[config.mk]
export PLATFORM = sky130hd
export DESIGN_NAME = cic_interp_flat
export DESIGN_NICKNAME = d
export VERILOG_FILES = /design/src/rtl/cic_interp_if.sv /design/src/rtl/cic_interp.sv /design/src/flat_wrapper.sv
export SDC_FILE = /design/constraint.sdc
export NUM_CORES = 2
export LEC_CHECK = 0
export ABC_CLOCK_PERIOD_IN_PS = 21900
export BUFFER_PORTS_ARGS = -buffer_cell sky130_fd_sc_hd__buf_4
export CORE_UTILIZATION = 23
export CTS_BUF_LIST = sky130_fd_sc_hd__clkbuf_8
export DETAILED_ROUTE_END_ITERATION = 8
export SYNTH_ARGS = -nofsm -noshare
export SYNTH_HDL_FRONTEND = slang
export SYNTH_SLANG_ARGS = --single-unit
[constraint.sdc]
create_clock -name clk_i -period 21.9 [get_ports clk_i]
set_input_delay 3.285 -clock clk_i [delete_from_list [all_inputs] [get_ports clk_i]]
set_output_delay 3.285 -clock clk_i [all_outputs]
set_load 0.02 [all_outputs]
[src/rtl/cic_interp_if.sv]
// Signal bundle for the CIC interpolator: enable, strobes and low-rate samples in,
// interpolated samples and status flags out.
interface cic_interp_if #(
  parameter int DATAIN_WIDTH  = 16,
  parameter int DATAOUT_WIDTH = DATAIN_WIDTH
);
  logic                     en_i;
  logic [DATAIN_WIDTH-1:0]  data_i;
  logic                     act_i;
  logic                     act_out_i;
  logic [DATAOUT_WIDTH-1:0] data_o;
  logic                     val_o;
  logic                     overrun_o;

  modport master (
    output en_i, data_i, act_i, act_out_i,
    input  data_o, val_o, overrun_o
  );

  modport slave (
    input  en_i, data_i, act_i, act_out_i,
    output data_o, val_o, overrun_o
  );
endinterface

[src/rtl/cic_interp.sv]
// N-stage CIC interpolator: comb chain at the act_i rate, zero-stuffing upsampler,
// integrator chain at the act_out_i rate, all arithmetic wrapping modulo 2^W.
module cic_interp #(
  parameter int DATAIN_WIDTH  = 16,
  parameter int DATAOUT_WIDTH = DATAIN_WIDTH,
  parameter int M             = 2,
  parameter int N             = 5,
  parameter int MAXRATE       = 64,
  parameter int bitgrowth     = 29
) (
  input  logic         clk_i,
  input  logic         rst_i,
  cic_interp_if.slave  bus
);

  localparam int W = DATAIN_WIDTH + bitgrowth;

  logic [W-1:0] sampler;
  logic [W-1:0] delay [N][M];
  logic [W-1:0] pipe [N];
  logic [W-1:0] comb_in [N];
  logic [W-1:0] integ [N];
  logic [N:0]   cv;
  logic [N:0]   ov;
  logic         pending;
  logic         overrun;

  logic         strobe_in;
  logic         strobe_out;
  logic         produce;
  logic         consume;
  logic [W-1:0] data_ext;
  logic [W-1:0] stuffed;

  assign strobe_in  = bus.en_i & bus.act_i;
  assign strobe_out = bus.en_i & bus.act_out_i;
  assign produce    = strobe_in & cv[N-1];
  assign consume    = strobe_out & pending;
  assign data_ext   = W'(signed'(bus.data_i));
  assign stuffed    = consume ? pipe[N-1] : '0;

  always_comb begin
    comb_in[0] = sampler;
    for (int i = 1; i < N; i++) begin
      comb_in[i] = pipe[i-1];
    end
  end

  // Comb section: each stage subtracts its input from M strobes earlier.
  always_ff @(posedge clk_i) begin
    if (rst_i) begin
      sampler <= '0;
      cv      <= '0;
      for (int i = 0; i < N; i++) begin
        pipe[i] <= '0;
        for (int j = 0; j < M; j++) begin
          delay[i][j] <= '0;
        end
      end
    end else if (strobe_in) begin
      sampler <= data_ext;
      cv      <= {cv[N-1:0], 1'b1};
      for (int i = 0; i < N; i++) begin
        pipe[i]     <= comb_in[i] - delay[i][M-1];
        delay[i][0] <= comb_in[i];
        for (int j = 1; j < M; j++) begin
          delay[i][j] <= delay[i][j-1];
        end
      end
    end
  end

  // A fresh comb sample wins over a same-edge consume, so pending stays set.
  always_ff @(posedge clk_i) begin
    if (rst_i) begin
      pending <= 1'b0;
      overrun <= 1'b0;
    end else begin
      overrun <= produce & pending & ~consume;
      if (produce) begin
        pending <= 1'b1;
      end else if (consume) begin
        pending <= 1'b0;
      end
    end
  end

  always_ff @(posedge clk_i) begin
    if (rst_i) begin
      ov <= '0;
      for (int i = 0; i < N; i++) begin
        integ[i] <= '0;
      end
    end else if (strobe_out) begin
      ov       <= {ov[N-1:0], ov[0] | consume};
      integ[0] <= integ[0] + stuffed;
      for (int i = 1; i < N; i++) begin
        integ[i] <= integ[i] + integ[i-1];
      end
    end
  end

  assign bus.data_o    = integ[N-1][W-1 -: DATAOUT_WIDTH];
  assign bus.val_o     = ov[N];
  assign bus.overrun_o = overrun;

endmodule

[src/flat_wrapper.sv]
// flat-port wrapper written by rule: the top's interface ports become plain ports
module cic_interp_flat 
#(
  parameter int DATAIN_WIDTH  = 16,
  parameter int DATAOUT_WIDTH = DATAIN_WIDTH,
  parameter int M             = 2,
  parameter int N             = 5,
  parameter int MAXRATE       = 64,
  parameter int bitgrowth     = 29
)
  (clk_i, rst_i, bus_en_i, bus_data_i, bus_act_i, bus_act_out_i, bus_data_o, bus_val_o, bus_overrun_o);
  cic_interp_if #(.DATAIN_WIDTH(DATAIN_WIDTH), .DATAOUT_WIDTH(DATAOUT_WIDTH)) bus_i ();
  input  logic clk_i;
  input  logic rst_i;
  input wire logic [$bits(bus_i.en_i)-1:0] bus_en_i;
  input wire logic [$bits(bus_i.data_i)-1:0] bus_data_i;
  input wire logic [$bits(bus_i.act_i)-1:0] bus_act_i;
  input wire logic [$bits(bus_i.act_out_i)-1:0] bus_act_out_i;
  output wire logic [$bits(bus_i.data_o)-1:0] bus_data_o;
  output wire logic [$bits(bus_i.val_o)-1:0] bus_val_o;
  output wire logic [$bits(bus_i.overrun_o)-1:0] bus_overrun_o;
  assign bus_i.en_i = bus_en_i;
  assign bus_i.data_i = bus_data_i;
  assign bus_i.act_i = bus_act_i;
  assign bus_i.act_out_i = bus_act_out_i;
  assign bus_data_o = bus_i.data_o;
  assign bus_val_o = bus_i.val_o;
  assign bus_overrun_o = bus_i.overrun_o;
  cic_interp #(.DATAIN_WIDTH(DATAIN_WIDTH), .DATAOUT_WIDTH(DATAOUT_WIDTH), .M(M), .N(N), .MAXRATE(MAXRATE), .bitgrowth(bitgrowth)) u_core (.clk_i(clk_i), .rst_i(rst_i), .bus(bus_i));
endmodule
==> Word level (Yosys, flattened, before mapping) <==
Memory sizes are Yosys's and may differ from the RTL's.
Index checks and enable logic that the tools add are counted.
W data, S select, Z words.
{ "totals": {"ff_bits": 29, "ramBits": 900, "in_bits": 21, "output_inout_bits": 18, "wordCells": 78, "mem_count": 3} }
{ "classes": {"addsub": 10, "n_mux": 31, "bitwise_logic": 28, "n_reduce_logical": 1} }
{ "mem_list": {"columns": ["name", "depth", "width", "rd", "rd_ports_with_merged_regs", "write_ports", "line", "source"], "rows": [
  ["u_core.delay", 5, 90, 5, 0, 5, "cic_interp.sv:19", "logic [W-1:0] delay [N][M];"],
  ["u_core.integ", 5, 45, 5, 0, 5, "cic_interp.sv:22", "logic [W-1:0] integ [N];"],
  ["u_core.pipe", 5, 45, 5, 0, 5, "cic_interp.sv:20", "logic [W-1:0] pipe [N];"]
]} }
{ "op_table": {"columns": ["op", "count"], "rows": [
  ["$mux W45", 21],
  ["$add A45 B45 Y45", 5],
  ["$sub A45 B45 Y45", 5],
  ["$or A1 B1 Y1", 21],
  ["$mux W1", 10],
  ["$and A1 B1 Y1", 6],
  ["$reduce_bool A2 Y1", 1],
  ["$not A1 Y1", 1]
]} }

==> Longest topological paths before layout <==
{ "logic_depth": {"word_depth": 5, "depth_mapped": 17, "mapped_depth_nobuf": 15} }

==> Least setup slack after synthesis <==
OpenSTA, ideal clock, no wires.
{ "synth_timing": {"path_kind": "input port to flip-flop", "from": "input bus_en_i", "to": "memory u_core.delay[0][0] in the netlist's numbering, enable pin", "setup_ns": 0.962, "arrival_ns": 15.639, "required_ns": 20.938, "slack_ns": 5.299, "path_stages": 3, "n_path_buf": 1, "cell_sequence": "clkbuf_1 > a21oi_1 > inv_1"} }
{ "synth_rtl": {"columns": ["element", "line", "source"], "rows": [
  ["start: declaration", "flat_wrapper.sv:15", "input wire logic [$bits(bus_i.en_i)-1:0] bus_en_i;"],
  ["end: declaration", "cic_interp.sv:19", null]
]} }

==> metrics <==
outcome=completed; vias in the first global route=36560; Area contributors post-synth=edfxtp_1, ha_1, and2_1, a21oi_1, a21o_1; Reg area=~26000 sq um; Comb pwr share=between 20% and 30%; Req. time, crit path=about 22 ns; post-synth top area share=between 40% and 50%; Slew Limit Fails=0; Leakage=around 25 nW; Crit. End Element=register; clk sinks=a little under 900; # IOs=39; gr ovfl total=0; max frequency=142.7 MHz; Synth Cell Area=54640 sq um; slowest stage delay, CP=between 0.9 and 1 ns; top_reg_cell synth=edfxtp_1; clock period minus final worst setup slack=7.010 ns; multi-input logic area=between 20000 and 30000 sq um; YS warnings=0; switching share of power=between 20% and 30%; Final Hold Viols=0; clk_skew=around 0.038 ns; GP Congestion=0.8666; most used cell, CP=and2_1; largest area contributor in the netlist=edfxtp_1; Power Internal=roughly 3 mW; Die Ht=489.4 um; global-route wire length before repair=179900 um; #FFs+latches synth=871; starting density of the core=about 23%; Crit path arrival time=around 7.6 ns; HP Class=reg -> reg; final core occ=between 20% and 30%; Distinct cells, synth=roughly 100; IO Port Bufs=38; Die X=between 400 and 500 um; Power Density=approximately 70 nW/um^2; critical-path cell list=buf_4 > and3_1 > and2_1 > ha_1 > fa_1 > a21o_1 > a21oi_1 > or3_1 > and2_1 > a311oi_2 > a31oi_1 > o31ai_1 > a311oi_1 > xnor2_1 > nor2_1; total power=4.371 mW; hold_buf cts=0; Wirelength per Cell=~13 um; final setup fails=0; Post-synth EDFFs=between 800 and 900; Worst Setup Path Type=in -> reg; via count=37840; Fillers=approximately 25000; slew at the pin with the worst max-slew slack=approximately 1.2 ns; die area=between 200000 and 250000 sq um; NetSw=around 1.3 mW; relative slew slack=21.06%; Post-CTS Setup Repair Bufs=0; clk slew on worst S/H paths=around 0.06 ns; num rows=between 150 and 200; number of remaining DRC errors=0; CTS tree=yes; most common cell after layout, fill and taps aside=edfxtp_1; CTS Root Cell=clkbuf_8; largest net degree at the start of global routing=between 200 and 250; Area Overhead vs Synth=11.49%; CTS-repair resized insts=0; Critical path buffers and inverters=1; crit-path leading delay family=simple AND/OR/NAND/NOR gates; vias per cell=4.412; mean post-synth cell area=~10 sq um; most frequent cells in the layout=edfxtp_1, nor2_1, and2_1; Mapped Nets=~5800; Max-Cap Viols=0; antenna violation net count after detailed routing=0; DR iter-0 viols=2141; CTS buffer count=142; Tcrit/Tclk final=~32%; layout cells sized above 1=under 10%; DRT Pass-1 Iters=7; Crit Path Max Fanout=46; number of H-tree levels=4; final net count=5764; RSZ-0062 raised after global routing=no; Worst path slowest cell=and3_1; core area=about 240000 sq um; VDD IR-drop max=0.04937 mV; share of power burned in registers=around 46%; post-synthesis sequential area ratio=a little under half; fraction of registers with async set/reset=0%; Tot GR Track Use=8.965%; Clk pwr share=between 30% and 40%; Worst-Skew Late Latency=between 0.8 and 0.9 ns; worst-case clock buffer depth=3; antenna violations before repair=2; CP Launch Type=primary input; final wirelength=between 100000 and 150000 um; Synth Instances=around 5400; hpwl dp=roughly 77000 um; setup tns final=0 ns
-- cell usage after synthesis, types with 97 or more instances --
| library cell | instances |
|---|---|
| a21o_1 | 268 |
| a21oi_1 | 424 |
| and2_1 | 474 |
| clkbuf_1 | 226 |
| edfxtp_1 | 842 |
| ha_1 | 412 |
| inv_1 | 310 |
| nand2_1 | 272 |
| nand3_1 | 97 |
| nor2_1 | 532 |
| o21ai_0 | 199 |
| xnor2_1 | 196 |
| xor2_1 | 136 |
-- layer usage --
metal	part of all wire (%)	track usage [%]	up-vias	wire [um]
met1	49	11.98	17550	53310
met2	45	14.44	664	49070
li1	-	-	19390	-
met5	0	0	-	0
met3	3.9	1.720	235	4257
met4	2.5	2.958	0	2784
-- cell families (layout without fill, tap and decap cells) --
family                     Yosys count  count (layout)  synth area share (%)
other                                0               2                     0
adders and majority gates          426             426                 9.946
AOI/OAI and AO/OA                 1388            1388                 16.75
xor gates and xnor gates           332             332                 5.321
and+or+nand+nor                   1781            1781                 16.52
DFF                                871             871                 47.33
muxes                                9               9                0.1649
buffers and inverters              560             618                 3.966
-- final timing paths --
kind                                from                           endpoint  slack (ns)  cells past startpoint
max                             bus_en_i  u_core.integ[0][44]$_SDFFCE_PN0P_       14.89                     15
min            u_core.cv[0]$_SDFFE_PP0P_          u_core.cv[0]$_SDFFE_PP0P_        0.45                      2
max reg2reg  u_core.pending$_SDFFE_PP0P_  u_core.integ[0][44]$_SDFFCE_PN0P_       17.18                     14
min reg2reg    u_core.cv[0]$_SDFFE_PP0P_          u_core.cv[0]$_SDFFE_PP0P_        0.45                      2
-- power by group through the flow --
stage	clock [mW]	sequential, mW	combinational, mW
floorplan	0	2.06	0.730
global placement	0	2.05	0.884
detailed placement	0	2.05	0.897
CTS	1.51	2.02	0.901
global route	1.57	2.03	1.01
finish	1.45	2.02	0.906
-- layout make-up --
cell class / count / share of cell area [%]
Timing Repair Buffer: 56 / 0.7311
Sequential cell: 871 / 42.45
Multi-Input combinational cell: 3936 / 43.73
Clock buffer: 155 / 3.501
Inverter: 310 / 1.922
Tap cell: 3150 / 6.469
Antenna cell: 2 / 0.008215
Clock inverter: 97 / 1.183
-- through the flow --
step | cell area, sq um | setup WS (ns) | std cells | hold slack [ns]
2_1_floorplan | 54640 | 5.299 | 5367 | 0.4259
3_3_place_gp | 58070 | 13.95 | 8323 | 0.4425
3_5_place_dp | 58070 | 13.93 | 8323 | 0.4469
4_1_cts | 60920 | 14.84 | 8575 | 0.4567
5_1_grt | 60920 | 14.52 | 8576 | 0.4782
6_report | 60930 | 14.89 | 8577 | 0.4535
-- tightest hold or removal path, delay by kind of cell, from the launching register on --
kind | cells | cell delay (ns)
buffers and inverters | 1 | 0.06
AO/OA/AOI/OAI | 1 | 0.05
flip-flops | 1 | 0.30
-- flip-flops by register name, summed over array words and instances, names as in the netlist --
register              cells
u_core.delay            392
u_core.integ            225
u_core.pipe             225
u_core.sampler           16
u_core.ov                 6
u_core.cv                 5
u_core.bus.overrun_o      1
u_core.pending            1
Power figures use the tool's default switching activity.
